--- config.mk ---
export PLATFORM = sky130hd
export DESIGN_NAME = snn_host_sequencer
export DESIGN_NICKNAME = d
export VERILOG_FILES = /design/src/rtl/snn_host_pkg.sv /design/src/rtl/snn_argmax.sv /design/src/rtl/snn_host_sequencer.sv
export SDC_FILE = /design/constraint.sdc
export NUM_CORES = 1
export LEC_CHECK = 0
export CAP_MARGIN = 40
export CORE_ASPECT_RATIO = 0.7
export CORE_MARGIN = 2
export CORE_UTILIZATION = 40
export CTS_CLUSTER_DIAMETER = 200
export DETAILED_ROUTE_END_ITERATION = 10
export PLACE_DENSITY = 0.61
export SLEW_MARGIN = 10
export SYNTH_ARGS = -nofsm -noshare
export SYNTH_HDL_FRONTEND = slang
export SYNTH_HIERARCHICAL = 1
export SYNTH_SLANG_ARGS = --single-unit
--- constraint.sdc ---
create_clock -name clk -period 18 [get_ports clk]
set_input_delay 3.6 -clock clk [delete_from_list [all_inputs] [get_ports clk]]
set_output_delay 3.6 -clock clk [all_outputs]
set_load 0.01 [all_outputs]
--- src/rtl/snn_host_pkg.sv ---
// Shared constants for the SNN host sequencer: slave register map, status bit, FSM encoding.
package snn_host_pkg;

  localparam logic [31:0] REG_STATUS       = 32'h0000_0000;
  localparam logic [31:0] REG_RESULT0      = 32'h0000_0004;
  localparam logic [31:0] REG_STRIDE       = 32'h0000_0004;
  localparam int          STATUS_DONE_BIT  = 9;
  localparam logic [31:0] PIX_BASE_DEFAULT = 32'h0000_0100;

  localparam int STATE_W = 4;
  typedef logic [STATE_W-1:0] state_t;

  localparam state_t S_IDLE     = 4'd0;
  localparam state_t S_LOAD     = 4'd1;
  localparam state_t S_START    = 4'd2;
  localparam state_t S_POLL_GAP = 4'd3;
  localparam state_t S_POLL_RD  = 4'd4;
  localparam state_t S_POLL_WT  = 4'd5;
  localparam state_t S_RES_RD   = 4'd6;
  localparam state_t S_RES_WT   = 4'd7;
  localparam state_t S_FINISH   = 4'd8;

endpackage

--- src/rtl/snn_argmax.sv ---
// Combinational argmax over NUM_CLASSES unsigned 8-bit scores; ties resolve to the lowest index.
module snn_argmax #(
  parameter int NUM_CLASSES = 10,
  parameter int IDX_W       = 4
) (
  input  logic [NUM_CLASSES*8-1:0] scores_i,
  output logic [IDX_W-1:0]         idx_o
);

  logic [7:0] best_val;

  // Strict '>' keeps the earliest index on equal scores.
  always_comb begin
    best_val = scores_i[7:0];
    idx_o    = '0;
    for (int i = 1; i < NUM_CLASSES; i++) begin
      if (scores_i[i*8 +: 8] > best_val) begin
        best_val = scores_i[i*8 +: 8];
        idx_o    = IDX_W'(i);
      end
    end
  end

endmodule

--- src/rtl/snn_host_sequencer.sv ---
// Bus-master job sequencer: streams an image into the accelerator pixel window, starts compute,
// polls for done, reads back per-class scores and reports the argmax class.
module snn_host_sequencer
  import snn_host_pkg::*;
#(
  parameter int          NUM_PIXELS    = 3072,
  parameter int          NUM_CLASSES   = 10,
  parameter logic [31:0] PIX_BASE      = PIX_BASE_DEFAULT,
  parameter int          POLL_GAP      = 16,
  parameter int          TIMEOUT_POLLS = 65535
) (
  input  logic                     clk,
  input  logic                     rst,
  input  logic                     job_start,
  input  logic [7:0]               pix_data,
  input  logic                     pix_valid,
  output logic                     pix_ready,
  output logic [31:0]              bus_addr,
  output logic [31:0]              bus_wdata,
  output logic                     bus_write_en,
  output logic                     bus_read_en,
  input  logic [31:0]              bus_rdata,
  output logic                     start_compute,
  output logic                     busy,
  output logic                     result_valid,
  output logic [NUM_CLASSES*8-1:0] scores,
  output logic [3:0]               class_id,
  output logic                     timeout_err,
  output logic [STATE_W-1:0]       dbg_state
);

  localparam int WORDS  = NUM_PIXELS / 4;
  localparam int WORD_W = (WORDS > 1) ? $clog2(WORDS) : 1;
  localparam int GAP_W  = $clog2(POLL_GAP + 1);
  localparam int IDX_W  = 4;

  state_t                   state_q, state_d;
  logic [1:0]               byte_cnt_q, byte_cnt_d;
  logic [WORD_W-1:0]        word_idx_q, word_idx_d;
  logic [23:0]              pack_q, pack_d;
  logic [GAP_W-1:0]         gap_cnt_q, gap_cnt_d;
  logic [15:0]              poll_cnt_q, poll_cnt_d, poll_inc;
  logic [IDX_W-1:0]         idx_q, idx_d, idx_nxt;
  logic [31:0]              addr_q, addr_d, wdata_q, wdata_d;
  logic                     wr_q, wr_d, rd_q, rd_d;
  logic                     start_q, start_d, busy_q, busy_d;
  logic                     rv_q, rv_d, tmo_q, tmo_d;
  logic [3:0]               class_q, class_d;
  logic [NUM_CLASSES*8-1:0] scores_q, scores_d;
  logic [IDX_W-1:0]         argmax_idx;
  logic                     pix_fire;
  logic                     unused_rdata;

  // Pixel handshake: a byte transfers on any cycle where pix_valid && pix_ready;
  // pix_ready is withheld outside LOAD and during the write-strobe cycle.
  assign pix_ready    = (state_q == S_LOAD) && !wr_q;
  assign pix_fire     = pix_valid && pix_ready;
  assign poll_inc     = (poll_cnt_q == 16'(TIMEOUT_POLLS)) ? poll_cnt_q : poll_cnt_q + 16'd1;
  assign idx_nxt      = idx_q + 1'b1;
  assign unused_rdata = ^{bus_rdata[31:10], bus_rdata[8]};

  snn_argmax #(.NUM_CLASSES(NUM_CLASSES), .IDX_W(IDX_W)) u_argmax (
    .scores_i (scores_q),
    .idx_o    (argmax_idx)
  );

  always_comb begin
    state_d    = state_q;
    byte_cnt_d = byte_cnt_q;
    word_idx_d = word_idx_q;
    pack_d     = pack_q;
    gap_cnt_d  = gap_cnt_q;
    poll_cnt_d = poll_cnt_q;
    idx_d      = idx_q;
    addr_d     = addr_q;
    wdata_d    = wdata_q;
    wr_d       = 1'b0;
    rd_d       = 1'b0;
    start_d    = start_q;
    busy_d     = busy_q;
    rv_d       = 1'b0;
    tmo_d      = tmo_q;
    class_d    = class_q;
    scores_d   = scores_q;
    case (state_q)
      S_IDLE: begin
        if (job_start) begin
          state_d    = S_LOAD;
          busy_d     = 1'b1;
          tmo_d      = 1'b0;
          byte_cnt_d = '0;
          word_idx_d = '0;
          poll_cnt_d = '0;
        end
      end
      S_LOAD: begin
        if (pix_fire) begin
          if (byte_cnt_q == 2'd3) begin
            wr_d       = 1'b1;
            addr_d     = PIX_BASE + 32'({word_idx_q, 2'b00});
            wdata_d    = {pix_data, pack_q};
            byte_cnt_d = '0;
            word_idx_d = word_idx_q + 1'b1;
            // The last write strobe coincides with START so compute begins right after it.
            if (word_idx_q == WORD_W'(WORDS - 1)) state_d = S_START;
          end else begin
            byte_cnt_d = byte_cnt_q + 2'd1;
            case (byte_cnt_q)
              2'd0:    pack_d[7:0]   = pix_data;
              2'd1:    pack_d[15:8]  = pix_data;
              default: pack_d[23:16] = pix_data;
            endcase
          end
        end
      end
      S_START: begin
        start_d   = 1'b1;
        gap_cnt_d = '0;
        state_d   = S_POLL_GAP;
      end
      S_POLL_GAP: begin
        if (gap_cnt_q == GAP_W'(POLL_GAP - 1)) begin
          state_d = S_POLL_RD;
          rd_d    = 1'b1;
          addr_d  = REG_STATUS;
        end else begin
          gap_cnt_d = gap_cnt_q + 1'b1;
        end
      end
      S_POLL_RD: state_d = S_POLL_WT;
      S_POLL_WT: begin
        if (bus_rdata[STATUS_DONE_BIT]) begin
          start_d = 1'b0;
          idx_d   = '0;
          state_d = S_RES_RD;
          rd_d    = 1'b1;
          addr_d  = REG_RESULT0;
        end else begin
          poll_cnt_d = poll_inc;
          if (poll_inc == 16'(TIMEOUT_POLLS)) begin
            start_d = 1'b0;
            tmo_d   = 1'b1;
            busy_d  = 1'b0;
            state_d = S_IDLE;
          end else begin
            gap_cnt_d = '0;
            state_d   = S_POLL_GAP;
          end
        end
      end
      S_RES_RD: state_d = S_RES_WT;
      S_RES_WT: begin
        for (int i = 0; i < NUM_CLASSES; i++) begin
          if (idx_q == IDX_W'(i)) scores_d[i*8 +: 8] = bus_rdata[7:0];
        end
        if (idx_q == IDX_W'(NUM_CLASSES - 1)) begin
          state_d = S_FINISH;
        end else begin
          idx_d   = idx_nxt;
          rd_d    = 1'b1;
          addr_d  = REG_RESULT0 + REG_STRIDE * 32'(idx_nxt);
          state_d = S_RES_RD;
        end
      end
      S_FINISH: begin
        class_d = argmax_idx;
        rv_d    = 1'b1;
        busy_d  = 1'b0;
        state_d = S_IDLE;
      end
      default: state_d = S_IDLE;
    endcase
  end

  always_ff @(posedge clk or posedge rst) begin
    if (rst) begin
      state_q    <= S_IDLE;
      byte_cnt_q <= '0;
      word_idx_q <= '0;
      pack_q     <= '0;
      gap_cnt_q  <= '0;
      poll_cnt_q <= '0;
      idx_q      <= '0;
      addr_q     <= '0;
      wdata_q    <= '0;
      wr_q       <= 1'b0;
      rd_q       <= 1'b0;
      start_q    <= 1'b0;
      busy_q     <= 1'b0;
      rv_q       <= 1'b0;
      tmo_q      <= 1'b0;
      class_q    <= '0;
      scores_q   <= '0;
    end else begin
      state_q    <= state_d;
      byte_cnt_q <= byte_cnt_d;
      word_idx_q <= word_idx_d;
      pack_q     <= pack_d;
      gap_cnt_q  <= gap_cnt_d;
      poll_cnt_q <= poll_cnt_d;
      idx_q      <= idx_d;
      addr_q     <= addr_d;
      wdata_q    <= wdata_d;
      wr_q       <= wr_d;
      rd_q       <= rd_d;
      start_q    <= start_d;
      busy_q     <= busy_d;
      rv_q       <= rv_d;
      tmo_q      <= tmo_d;
      class_q    <= class_d;
      scores_q   <= scores_d;
    end
  end

  assign bus_addr      = addr_q;
  assign bus_wdata     = wdata_q;
  assign bus_write_en  = wr_q;
  assign bus_read_en   = rd_q;
  assign start_compute = start_q;
  assign busy          = busy_q;
  assign result_valid  = rv_q;
  assign scores        = scores_q;
  assign class_id      = class_q;
  assign timeout_err   = tmo_q;
  assign dbg_state     = state_q;

endmodule
==> results by stage <==
Run status:
- The run finished with clean final reports.

STA:
- The sum of negative setup slack is 0 ns.
- The transition time of the tightest slew-check pin is 0.827 ns.
- Setup repair after global routing left no endpoint under its margin.
- The final critical-path share of the clock period is 94.6%.
- The number of hold violations in the final report is 0.
- The number of slew-limit violations in the final report is 0.
- The upper clock frequency limit is 0.0587 GHz.
- The final setup violation count is 0.
- The post-layout minimum cycle time is 17.03 ns.
- The clock tree skew after final layout is 0.0159 ns.
- In this run the tightest slew margin relative to its limit is 44.5%.

Detailed routing:
- In the routed layout, each cell is associated on average with a via count of 5.49.
- In the final routed layout, each cell accounts on average for 18.6 um.
- Before antenna repair, the detailed router went through 6 iterations.
- In the routed design, unresolved DRC markers number 0.
- The via count is 9,771.
- The wire length after detailed routing is 33,100 um.
- The count of nets left with antenna violations once routing finished came out at 0.
- For this block, the initial DRC count from the detailed router was 633.

Clock network:
- The clock tree from TritonCTS is yes.
- The tree built by TritonCTS fans out to 198 sinks.
- The tree is rooted in a clkbuf_16.
- After clock tree synthesis, the clock-pin slew on the worst setup and hold paths is 0.08 ns.
- The total clock buffers created by CTS is 17.
- The number of buffers added for setup after CTS is 0.
- The count of H-tree levels built during CTS is 4.
- At the later pin of the worst-skew pair, clock insertion delay measures 0.46 ns.
- No sink is reached through more buffers than the 2 on the longest clock path.
- In this run, post-CTS hold repair placed 0 buffers.

Hold path:
- In this run the most critical hold path is launched from pack_q[14].
- The min-delay analysis places its worst path in the category flop to flop.
- Counting instances, the worst hold path has a depth of 2.

Setup path:
- The critical path endpoint category is a flop.
- Measured in cells, the most critical reg-to-reg path has a length of 86.
- The type of the setup path with the least slack is flop to flop.
- Counting stages on the worst path, the most repeated cell is ha_1.
- Data on the critical path is required at its endpoint by 18.34 ns.
- Of all nets on the critical path, the largest fanout is 10.
- For the worst setup path, the data arrival time is 17.37 ns.
- The startpoint kind of the worst setup timing path is a flop.
- The reg-to-reg critical path startpoint is scores[6].
- The delay of the slowest cell on the worst path is 0.42 ns.
- The largest individual stage delay along the critical path comes from the cell dfrtp_1.
- Tracing the worst setup path back leads to its startpoint at scores[6].

Placement:
- At the end of routability-driven placement, the weighted congestion stood at 0.899.
- The half-perimeter wire length after placement is 24,300 um.
- The cell area after placement is 0.0140 mm^2.
- Input and output buffers added on the ports amount to 158.

Synth:
- Averaged over all synthesized cells, the footprint is 9.78 um^2.
- The synthesized-area fraction occupied by ao, oa, aoi and oai cells is 11.7%.
- Of the total synthesized cell area, the portion taken by full adders, half adders and majority gates is 8.37%.
- The mux cell area share after synthesis is 14.5%.
- The dominant register cell in the synthesized netlist is dfrtp_1.
- Summing the sequential cell areas from Yosys gives 41.0% of the chip area.
- For this run, the number of Yosys warnings is 6.
- Counting distinct cell types in the post-synthesis netlist gives 92.
- The synthesized netlist devotes 17.4% of its cell area to simple gates.
- After technology mapping, the gate count stands at 1,236.
- The number of flops mapped to enable cells by yosys is 0.
- The synthesized design contains 198 register bits.
- The xor/xnor cell area share of the yosys netlist is 1.52%.
- By area, the combinational part of the netlist is dominated by simple AND/OR/NAND/NOR gates.
- The share of flip-flops with an asynchronous set or reset after synthesis is 100%.
- The cell area that synthesis handed to floorplanning was 0.0121 mm^2.

Layout:
- The ratio of cells with drive above 1 in the final layout is 16.1%.
- The area of all placed cells without fillers is 0.0147 mm^2.
- After the last flow step, the layout net total stands at 1,505.
- The area growth from synthesis to layout is 21.5%.

Run:
- The tool flagged a number of max-cap violations equal to 0.

Global route:
- Entering global routing, the biggest net connects 115 pins.
- The overall global routing resource usage is 21.4%.
- The global route total overflow is 0.
- The initial antenna violation count is 0.
- The first-pass GRT wire length is 52,400 um.
- The number of global-route vias before repair is 9,130.

Floorplan:
- The initial standard-cell utilization of the core is 40.5%.
- The total I/O pin count is 203.
- The area inside the core boundary is 0.0298 mm^2.
- The floorplan die height is 149 um.
- The die covers 0.0316 mm^2.
- Measured along the x axis, the die boundary spans 212 um.
- The floorplan has 53 rows.
synthesized netlist by cell type (6+ instances only):
master	instances	share of area [%]
a211oi_1	8	0.50
a21o_1	21	1.3
a21oi_1	38	1.6
a221oi_1	9	0.65
a31oi_1	8	0.41
and2_1	7	0.36
and3_1	12	0.62
buf_1	9	0.28
buf_2	8	0.33
buf_4	21	1.3
clkbuf_1	29	0.90
dfrtp_1	198	41
ha_1	80	8.3
inv_1	74	2.3
mux2_2	124	12
mux2i_1	29	2.4
nand2_1	188	5.8
nand2b_1	11	0.57
nand3_1	38	1.6
nand4_1	20	1.0
nor2_1	63	2.0
nor2b_1	9	0.47
nor3_1	22	0.91
nor4_1	7	0.36
o211ai_1	6	0.37
o21a_1	6	0.37
o21ai_0	49	2.0
o21ai_1	6	0.25
o22ai_1	7	0.36
xnor2_1	7	0.51
xor2_1	14	1.0
through the flow:
step / hold slack (ns) / util, % / instances / setup WS, ns
4_1_cts: 0.467 / 49.0 / 1779 / 0.208
5_1_grt: 0.494 / 49.2 / 1779 / 0.0565
3_5_place_dp: 0.448 / 47.0 / 1747 / 0.336
6_report: 0.463 / 49.2 / 1780 / 0.971
3_3_place_gp: 0.442 / 46.8 / 1745 / 0.518
2_1_floorplan: 0.433 / - / 1256 / 1.90
cells by family (layout without fill, tap and decap cells):
kind of cell,count (synthesis),count (layout)
mux,158,158
buf+inv,145,283
flops,198,198
simple gates,423,423
compound gates,209,209
xor+xnor,21,21
fa+ha+maj,81,81
other cells,1,22
layer usage:
metal	track usage [%]	vias to the layer above	share of wire, %
met2	29.4	240	42
met5	0	-	0
met4	5.11	0	1.3
li1	-	4660	-
met1	33.8	4841	52
met3	4.26	30	4.9
worst max-delay path: cells and delay by family (launching register included):
kind,cells,cell delay (ns)
multiplexers,7,2.23
AO/OA/AOI/OAI,39,6.92
adder cells (fa/ha/maj),9,2.31
flip-flops,1,0.42
buffers and inverters,8,0.84
AND/OR/NAND/NOR,23,4.19
flip-flops by register name, indices dropped and copies added, names as in the netlist:
register,count
scores,80
bus_wdata,32
pack_q,24
poll_cnt_q,16
bus_addr,11
word_idx_q,10
gap_cnt_q,5
class_id,4
dbg_state,4
idx_q,4
byte_cnt_q,2
bus_read_en,1
bus_write_en,1
busy,1
result_valid,1
start_compute,1
timeout_err,1
repair_timing:
item / CTS / global route
setup endpoints to repair: 0 / 4
endpoints found under the hold margin: 0 / 0
gates resized for setup: 0 / 18
final timing paths:
path / to / slack, ns
max: class_id[2] / 0.97
max reg2reg: class_id[2] / 0.97
min in group asynchronous: pack_q[18] / 3.42
min reg2reg: bus_wdata[14] / 0.46
max in group asynchronous: bus_addr[8] / 13.22
min: bus_wdata[14] / 0.46
area by class of cell:
class                           instances  area [um^2]
Fill cell                            2824        15200
Multi-Input combinational cell        913         6610
Sequential cell                       198         4950
Timing Repair Buffer                  176         1760
Tap cell                              385          482
Clock buffer                           18          429
Inverter                               75          289
Clock inverter                         14          161
Antenna cell                            1         2.50
layout by cell type (no fill, tap or decap), types with 8 or more instances in the layout:
cell type,instances
clkbuf_16,17
nand3_1,37
nand2b_1,11
nor2_1,63
o21ai_0,48
ha_1,80
and3_1,12
a31oi_1,8
conb_1,21
a221oi_1,8
buf_4,16
nand2_1,187
mux2_2,124
xor2_1,14
mux2i_1,23
nor3_1,22
a21o_1,21
nor2b_1,9
a21oi_1,38
dfrtp_1,198
inv_1,73
nand4_1,20
clkdlybuf4s50_1,158
Power is not shown: default switching activity piles up to over one toggle a cycle in this logic, so the estimate is an artifact.
